==> config.mk <==
export PLATFORM = sky130hd
export DESIGN_NAME = btn_conditioner
export DESIGN_NICKNAME = d
export VERILOG_FILES = /design/src/rtl/btn_pkg.sv /design/src/rtl/debounce_cell.sv /design/src/rtl/btn_conditioner.sv
export SDC_FILE = /design/constraint.sdc
export NUM_CORES = 1
export LEC_CHECK = 0
export BUFFER_PORTS_ARGS = -buffer_cell sky130_fd_sc_hd__buf_2
export CORE_ASPECT_RATIO = 1.1
export CORE_MARGIN = 2
export CORE_UTILIZATION = 40
export CTS_CLUSTER_DIAMETER = 30
export DETAILED_ROUTE_END_ITERATION = 12
export PLACE_DENSITY = 0.59
export SYNTH_ARGS = -nofsm -noshare
export SYNTH_HDL_FRONTEND = slang
export SYNTH_HIERARCHICAL = 1
export SYNTH_SLANG_ARGS = --single-unit
==> constraint.sdc <==
create_clock -name CLK100MHZ -period 3.92 [get_ports CLK100MHZ]
set_clock_uncertainty 0.15 [all_clocks]
set_input_delay 0.196 -clock CLK100MHZ [delete_from_list [all_inputs] [get_ports CLK100MHZ]]
set_output_delay 0.196 -clock CLK100MHZ [all_outputs]
set_load 0.05 [all_outputs]
==> src/rtl/btn_pkg.sv <==
// Shared definitions for the push-button conditioner.
//   - Button index constants (bit order of btn_raw and the output vectors).
//   - Debounce FSM state encoding, also driven out of each cell for debug.
//   - Default debounce length: 10 ms at 100 MHz.
package btn_pkg;

    localparam int BTN_L = 0;
    localparam int BTN_U = 1;
    localparam int BTN_R = 2;
    localparam int BTN_D = 3;
    localparam int BTN_C = 4;

    localparam int DEBOUNCE_CYCLES_100MHZ = 1_000_000;

    typedef enum logic [1:0] {
        UP        = 2'd0,
        SETTLE_DN = 2'd1,
        DOWN      = 2'd2,
        SETTLE_UP = 2'd3
    } deb_state_t;

endpackage

==> src/rtl/debounce_cell.sv <==
// One-bit button conditioner: 2-FF synchroniser followed by a debounce FSM.
// Ports:
//   clk_i, rst_i   clock and synchronous active-high reset
//   btn_raw_i      asynchronous raw pin, 1 = pressed
//   level_o        debounced level
//   press_o        one-cycle strobe on a debounced 0->1 transition
//   release_o      one-cycle strobe on a debounced 1->0 transition
//   hold_o         level has been 1 for 2*DEBOUNCE_CYCLES since the press
//   state_o        current FSM state (debug)
// press_o/release_o are fire-and-forget strobes: there is no ready/valid
// handshake and no backpressure, so a consumer must sample them every cycle.
module debounce_cell
    import btn_pkg::*;
#(
    parameter int DEBOUNCE_CYCLES = DEBOUNCE_CYCLES_100MHZ,
    parameter int CNT_W           = $clog2(DEBOUNCE_CYCLES + 1)
) (
    input  logic       clk_i,
    input  logic       rst_i,
    input  logic       btn_raw_i,
    output logic       level_o,
    output logic       press_o,
    output logic       release_o,
    output logic       hold_o,
    output deb_state_t state_o
);

    // The DOWN state counts to 2*DEBOUNCE_CYCLES, which needs one bit more
    // than the settle counter alone.
    localparam int HW = CNT_W + 1;
    localparam logic [HW-1:0] DEB_MAX  = HW'(DEBOUNCE_CYCLES);
    localparam logic [HW-1:0] HOLD_MAX = HW'(2 * DEBOUNCE_CYCLES);

    logic            sync0_q;
    logic            sync1_q;
    deb_state_t      state_q;
    logic [HW-1:0]   cnt_q;
    logic [HW-1:0]   cnt_d;
    logic            level_q;
    logic            press_q;
    logic            release_q;
    logic            hold_q;

    assign cnt_d = cnt_q + HW'(1);

    always_ff @(posedge clk_i) begin
        if (rst_i) begin
            sync0_q   <= 1'b0;
            sync1_q   <= 1'b0;
            state_q   <= UP;
            cnt_q     <= '0;
            level_q   <= 1'b0;
            press_q   <= 1'b0;
            release_q <= 1'b0;
            hold_q    <= 1'b0;
        end else begin
            sync0_q   <= btn_raw_i;
            sync1_q   <= sync0_q;
            press_q   <= 1'b0;
            release_q <= 1'b0;
            case (state_q)
                UP: begin
                    if (sync1_q) begin
                        state_q <= SETTLE_DN;
                        cnt_q   <= HW'(1);
                    end
                end
                SETTLE_DN: begin
                    if (!sync1_q) begin
                        state_q <= UP;
                        cnt_q   <= '0;
                    end else if (cnt_d == DEB_MAX) begin
                        state_q <= DOWN;
                        level_q <= 1'b1;
                        press_q <= 1'b1;
                        cnt_q   <= '0;
                    end else begin
                        cnt_q <= cnt_d;
                    end
                end
                DOWN: begin
                    if (!sync1_q) begin
                        state_q <= SETTLE_UP;
                        cnt_q   <= HW'(1);
                    end else if (cnt_q != HOLD_MAX) begin
                        // Saturating count; hold asserts on the edge it saturates.
                        cnt_q <= cnt_d;
                        if (cnt_d == HOLD_MAX) begin
                            hold_q <= 1'b1;
                        end
                    end
                end
                SETTLE_UP: begin
                    // Level and hold are kept while the release is unconfirmed.
                    if (sync1_q) begin
                        state_q <= DOWN;
                        cnt_q   <= '0;
                        hold_q  <= 1'b0;
                    end else if (cnt_d == DEB_MAX) begin
                        state_q   <= UP;
                        level_q   <= 1'b0;
                        release_q <= 1'b1;
                        hold_q    <= 1'b0;
                        cnt_q     <= '0;
                    end else begin
                        cnt_q <= cnt_d;
                    end
                end
                default: begin
                    state_q <= UP;
                    cnt_q   <= '0;
                end
            endcase
        end
    end

    assign level_o   = level_q;
    assign press_o   = press_q;
    assign release_o = release_q;
    assign hold_o    = hold_q;
    assign state_o   = state_q;

endmodule

==> src/rtl/btn_conditioner.sv <==
// Push-button front end: synchronises and debounces N_BTN raw pins
// independently, one debounce_cell per button.
// Ports:
//   CLK100MHZ, rst   clock and synchronous active-high reset
//   btn_raw          raw asynchronous pins (0=L,1=U,2=R,3=D,4=C), 1 = pressed
//   btn_level        debounced levels
//   btn_press        one-cycle press strobes
//   btn_release      one-cycle release strobes
//   btn_hold         long-hold flags
//   btn_state_dbg    per-button FSM state, 2 bits per button (debug)
module btn_conditioner
    import btn_pkg::*;
#(
    parameter int N_BTN           = 5,
    parameter int DEBOUNCE_CYCLES = DEBOUNCE_CYCLES_100MHZ,
    parameter int CNT_W           = $clog2(DEBOUNCE_CYCLES + 1)
) (
    input  logic               CLK100MHZ,
    input  logic               rst,
    input  logic [N_BTN-1:0]   btn_raw,
    output logic [N_BTN-1:0]   btn_level,
    output logic [N_BTN-1:0]   btn_press,
    output logic [N_BTN-1:0]   btn_release,
    output logic [N_BTN-1:0]   btn_hold,
    output logic [2*N_BTN-1:0] btn_state_dbg
);

    for (genvar i = 0; i < N_BTN; i++) begin : g_cell
        debounce_cell #(
            .DEBOUNCE_CYCLES (DEBOUNCE_CYCLES),
            .CNT_W           (CNT_W)
        ) u_cell (
            .clk_i     (CLK100MHZ),
            .rst_i     (rst),
            .btn_raw_i (btn_raw[i]),
            .level_o   (btn_level[i]),
            .press_o   (btn_press[i]),
            .release_o (btn_release[i]),
            .hold_o    (btn_hold[i]),
            .state_o   (btn_state_dbg[2*i +: 2])
        );
    end

endmodule

Yosys cells after proc, flatten, opt, wreduce, memory -nomap -nowiden
Cells that the tools add are included.

Bits in registers: 145.

Add/sub/neg operators: 5. Muxes and demuxes: 125. Bitwise gates (word level): 15. Equality and inequality tests: 90. Reduce and logical (&&, ||, !) cells: 45.

Operator list (number): $mux W21 (30); $pmux W21 S4 (5); $add A21 B1 Y21 const B (5); $eq A21 B20 Y1 const B (5); $eq A21 B21 Y1 const B (5); $ne A21 B21 Y1 const B (5); $ne A2 B1 Y1 const B (35); $mux W2 (30); $reduce_and A5 Y1 (10); $mux W1 (45); $pmux W2 S4 (5); $ne A3 B3 Y1 const B (10); $reduce_or A3 Y1 (10); $eq A2 B2 Y1 const B (10); $ne A2 B2 Y1 const B (10); $pmux W1 S2 (10); $reduce_and A4 Y1 (5); $reduce_bool A2 Y1 (10); $ne A3 B1 Y1 const B (5); $not A1 Y1 (15); $eq A2 B1 Y1 const B (5); $logic_not A2 Y1 (5); $reduce_and A2 Y1 (5).

Longest topological paths before layout
Depth in word-level cells: 6. Depth in mapped cells: 11. Depth with buffers taken out: 10.

Modules after synthesis
The synthesis kept the hierarchy.

Modules (own cells, without submodules): debounce_cell at g_cell[1].u_cell ... (instances 2, cells an instance 252, area each 2028.2 um2); debounce_cell at g_cell[0].u_cell ... (instances 2, cells an instance 257, area each 1956.9 um2); debounce_cell at g_cell[4].u_cell (instances 1, cells an instance 284, area each 2063.2 um2).

Worst setup path after synthesis
Ideal clock, no wire load.

Path type: register -> register. From: reg g_cell[0].u_cell.cnt_q[5]. To: reg g_cell[0].u_cell.level_q. Setup time: 0.135 ns. Stages on the path, launching flop included: 12. Path slack: 0.833 ns. Data required time: 3.635 ns. Period minus slack after synthesis: 3.087 ns. Arrival: 2.802 ns. Buffers on the path: 3. Cells stage by stage: dfxtp_1 buf_4 nand3_4 or4_1 buf_2 or3_1 and2_4 or3_1 or4_1 buf_2 mux2i_1 a21oi_1.

Longest elaborated chain between the ends: 4. Elaborated cells on any way between the ends: 5. Classes of those cells: add/sub (1); eq/ne (3); reduce/logical (1).

Ends and longest elaborated chain: start: declaration (line debounce_cell.sv:37) `logic [HW-1:0] cnt_q;`; start signal: assignment (line debounce_cell.sv:78) `cnt_q <= cnt_d;`; start signal: assignment (line debounce_cell.sv:87) `cnt_q <= cnt_d;`; start signal: assignment (line debounce_cell.sv:106) `cnt_q <= cnt_d;`; $add A21 B1 Y21 * (line debounce_cell.sv:44) `assign cnt_d = cnt_q + HW'(1);`; $eq A21 B20 Y1 * (line debounce_cell.sv:72, debounce_cell.sv:99); $ne A2 B1 Y1 (no line); $reduce_and A5 Y1 (no line) *; end signal: assignment (line debounce_cell.sv:52) `level_q <= 1'b0;`; end signal: assignment (line debounce_cell.sv:74) `level_q <= 1'b1;`; end signal: assignment (line debounce_cell.sv:101) `level_q <= 1'b0;`; end: declaration (line debounce_cell.sv:39) `logic level_q;`.

Every way passes the cells marked *; elsewhere a longest branch is shown, timed or not. A chain may end at the register's enable or synchronous reset.

Final worst setup path
From: reg g_cell[4].u_cell.cnt_q[1]. To: reg g_cell[4].u_cell.cnt_q[1].

Longest elaborated chain between the ends: 5. Elaborated cells on any way between the ends: 11. Classes of those cells: add/sub (1); eq/ne (3); mux (6); reduce/logical (1).

Ends and longest elaborated chain: start: declaration (line debounce_cell.sv:37); start signal: assignment (line debounce_cell.sv:78); start signal: assignment (line debounce_cell.sv:87); start signal: assignment (line debounce_cell.sv:106); $add A21 B1 Y21 (line debounce_cell.sv:44); $eq A21 B20 Y1 (line debounce_cell.sv:72, debounce_cell.sv:99); $mux W21 (line debounce_cell.sv:72, debounce_cell.sv:99); $mux W21 (on tied branches) (line debounce_cell.sv:95, debounce_cell.sv:69); $pmux W21 S4 (line debounce_cell.sv:61) `case (state_q)`.

Parallel ways exist; a longest one is shown, timed or not. The select of a mux whose other input is x is not followed.

==> impl_metrics.py <==
metrics = {
    "status": {
        "status": "completed",
    },
    "finish": {
        "drive_gt1_share_pct": 12.6,
        "syn_to_final_growth_pct": 9.30,
        "final_nets": 1307,
        "multi_input_area_mm2": 0.00644,
        "nFillCells": 2448,
        "seqCellArea_mm2": 0.00290,
        "stdcell_count": 1608,
        "final_area_mm2": 0.0110,
        "diodes": 0,
    },
    "sta": {
        "rsz0062_at_grt": "no",
        "slew_violations": 0,
        "fmax_mhz": 280,
        "finalSetupViolCount": 0,
        "fin_crit_sh_pct": 91.2,
        "relSlewSlack_pct": 21.2,
        "hold_viol": 0,
        "finalCriticalPeriod_ns": 3.58,
        "fin_setup_tns_ns": 0,
        "worstMarginPinSlew_ns": 1.18,
    },
    "logic_synthesis": {
        "synthCells": 1302,
        "ys_warn_count": 6,
        "synthTopCellsByArea": "dfxtp_1 29%, nand2_1 5.8%, o21ai_0 3.4%, nand3_1 3.1%, nor2_1 3.0%",
        "syn_area_mm2": 0.0100,
        "yosys.area.top_type": "dfxtp_1",
        "synth_top_area_share_pct": 28.9,
        "synth-edff-count": 0,
        "ys_seq_elements": 145,
        "yosysSeqAreaShare_pct": 28.9,
        "synth_top_flop_cell": "dfxtp_1",
        "avgSynthCellArea_um2": 7.71,
        "ys_types": 89,
        "ys_async_sr_fraction_pct": 0,
        "syn_nets": 1324,
        "synth.most_common_cell": "nand2_1",
        "ys_top_cells_by_count": "155 x nand2_1, 145 x dfxtp_1, 79 x nor2_1",
    },
    "cts": {
        "clk_latency_ns": 0.42,
        "clock_tree.root_cell": "clkbuf_16",
        "cts_setup_buffers": 0,
        "cts_resized": 0,
        "cts.sinks": 145,
        "cts_tree": "done",
        "cts_max_level": 4,
        "clk_pin_slew_ns": 0.06,
        "cts_buffer_depth": 2,
        "numCtsBuffers": 17,
    },
    "worst_setup_path": {
        "r2r_cells": 10,
        "crit_type": "reg2reg",
        "critPathLaunchType": "register",
        "crit_required_ns": 4.08,
        "crit_path_end_kind": "register",
        "timing.rr.end": "g_cell[4].u_cell/cnt_q[1]",
        "cp_max_fo": 15,
        "r2r_slack_ns": 0.34,
        "arrival_ns": 3.74,
        "reg2reg_from": "g_cell[4].u_cell/cnt_q[1]",
    },
    "detailed_routing": {
        "dr.pass1.iters": 5,
        "drtAntennaViolNets": 0,
        "postRouteWirelength_um": 26300,
        "drt_iter0_drc": 622,
        "drc": 0,
        "vias": 9449,
        "wl_per_cell_um": 16.3,
        "via_per_inst": 5.88,
    },
    "pwr": {
        "power.leakage_nw": 3.99,
        "power.density_mw_per_mm2": 314,
        "swShare_pct": 22.4,
        "comb_power_share_pct": 4.6,
        "clkPwrFrac_pct": 51.6,
        "switchingPower_w": 0.000773,
        "p_int_w": 0.00267,
        "p_seq_share_pct": 43.8,
        "peakVddDrop_uv": 208,
    },
    "global_routing": {
        "grt.total_usage_pct": 20.5,
        "grt_pass1_vias": 9090,
        "grt_pass1_wl_um": 44900,
        "grt_overflow_total": 0,
        "grt_max_degree": 64,
        "antenna_found_initial": 1,
    },
    "worst_hold_path": {
        "min_path_type": "in2reg",
        "hp-start": "rst",
        "hold_depth": 2,
    },
    "placement": {
        "place.gp.congestion": 0.881,
        "place_hpwl_um": 18800,
        "portBuffers": 36,
        "dpl_cell_area_mm2": 0.0103,
        "dpl.cell_count": 1571,
    },
    "floorplan": {
        "die_x_um": 155,
        "start_util_pct": 40.9,
        "die_h_um": 170,
        "fp.dieArea_mm2": 0.0264,
        "row_count": 60,
        "core_region_area_mm2": 0.0245,
        "ios": 37,
    },
    "job": {
        "cap_viol_max_count": 0,
    },
}
==> logic make-up (layout without fill, tap and decap cells) <==
kind of cell             after synthesis  count (layout)  synth area share, %
AO/OA/AOI/OAI                        278             278                 19.0
XOR/XNOR                              54              54                 4.71
adder cells (fa/ha/maj)               15              15                 1.87
buffers and inverters                145             141                 6.90
flip-flops                           145             145                 28.9
multiplexers                          18              18                 1.85
AND/OR/NAND/NOR                      647             647                 36.8
==> repair_timing <==
item                                    in CTS  in global routing
endpoints found under the setup margin       0                  0
hold endpoints to repair                     5                  0
hold buffers                                 5                  0
==> metrics by stage <==
stage / hold WS, ns / setup WS, ns / utilization (%) / total power [W]
after detailed placement: 0.265 / 0.405 / 41.9 / 0.00170
after global routing: 0.164 / 0.0416 / 44.7 / 0.00356
after floorplan: 0.174 / 0.833 / - / 0.00164
after global placement: 0.261 / 0.471 / 41.9 / 0.00169
final: 0.142 / 0.345 / 44.7 / 0.00344
after CTS: 0.138 / 0.395 / 44.7 / 0.00349
==> sequential cells by signal, summed over array words and instances, names as in the netlist, named ones only <==
register,cells
g_cell.u_cell/level_o,5
g_cell.u_cell/press_o,5
g_cell.u_cell/sync0_q,5
g_cell.u_cell/cnt_q,105
g_cell.u_cell/release_o,5
g_cell.u_cell/state_o,5
g_cell.u_cell/hold_o,5
g_cell.u_cell/sync1_q,5
==> power by group through the flow <==
stage,clock network [W],registers (W),logic (W)
after floorplan,0,0.00156,0.0000848
after global placement,0,0.00154,0.000153
after CTS,0.00182,0.00151,0.000158
final,0.00178,0.00151,0.000157
after global routing,0.00188,0.00151,0.000173
after detailed placement,0,0.00154,0.000154
==> placed cells by master (no fill, tap or decap), types with 14 or more instances in the layout <==
cell,count
a21o_1,17
a21oi_1,41
and2_1,15
and3_1,25
buf_2,35
buf_4,30
clkbuf_16,17
dfxtp_1,145
ha_1,15
inv_1,39
mux2i_1,14
nand2_1,155
nand3_1,62
nand4_1,38
nor2_1,79
nor2b_1,21
nor3_1,52
nor4_1,42
o211ai_1,16
o21ai_0,68
o22ai_1,14
o31ai_1,15
or2_2,18
or3_1,23
or4_1,18
xnor2_1,31
xor2_1,23
==> per-layer routing <==
metal  up-vias  routed length (µm)  global-route usage (%)
li1       4762                   -                       -
met1      4432               12200                    26.0
met2       196               12300                    34.6
met3        57                 911                    2.88
met4         2                 777                    8.90
met5         -                   7                       0
==> cell type report <==
cell class                 count  share of cell area, %
multi-input combinational   1012                   58.7
inverter                      39                   1.33
clock buffer                  23                   4.45
sequential                   145                   26.5
tap                          310                   3.54
clock inverter                 9                   1.39
timing repair buffer          70                   4.11
==> worst max path at each step <==
stage | start | endpoint | slack [ns] | depth (start not counted)
after floorplan | g_cell[0].u_cell/cnt_q[5] | g_cell[0].u_cell/level_o | 0.83 | 11
after global placement | g_cell[0].u_cell/cnt_q[0] | g_cell[0].u_cell/level_o | 0.47 | 9
after detailed placement | g_cell[4].u_cell/cnt_q[7] | g_cell[4].u_cell/cnt_q[1] | 0.41 | 8
after CTS | g_cell[4].u_cell/cnt_q[7] | g_cell[4].u_cell/cnt_q[1] | 0.40 | 8
after global routing | g_cell[4].u_cell/cnt_q[1] | g_cell[4].u_cell/cnt_q[16] | 0.04 | 10
final | g_cell[4].u_cell/cnt_q[1] | g_cell[4].u_cell/cnt_q[1] | 0.34 | 10
==> worst max-delay path: stages (launching register included) <==
cell,delay [ns]
dfxtp_1,0.47
ha_1,0.34
nand3_1,0.13
buf_4,0.19
nor3_1,0.38
and4_1,0.28
xnor2_1,0.09
nor4_1,0.54
a21boi_2,0.34
or2_4,0.33
a22o_1,0.23
Power figures use the tool's default switching activity.
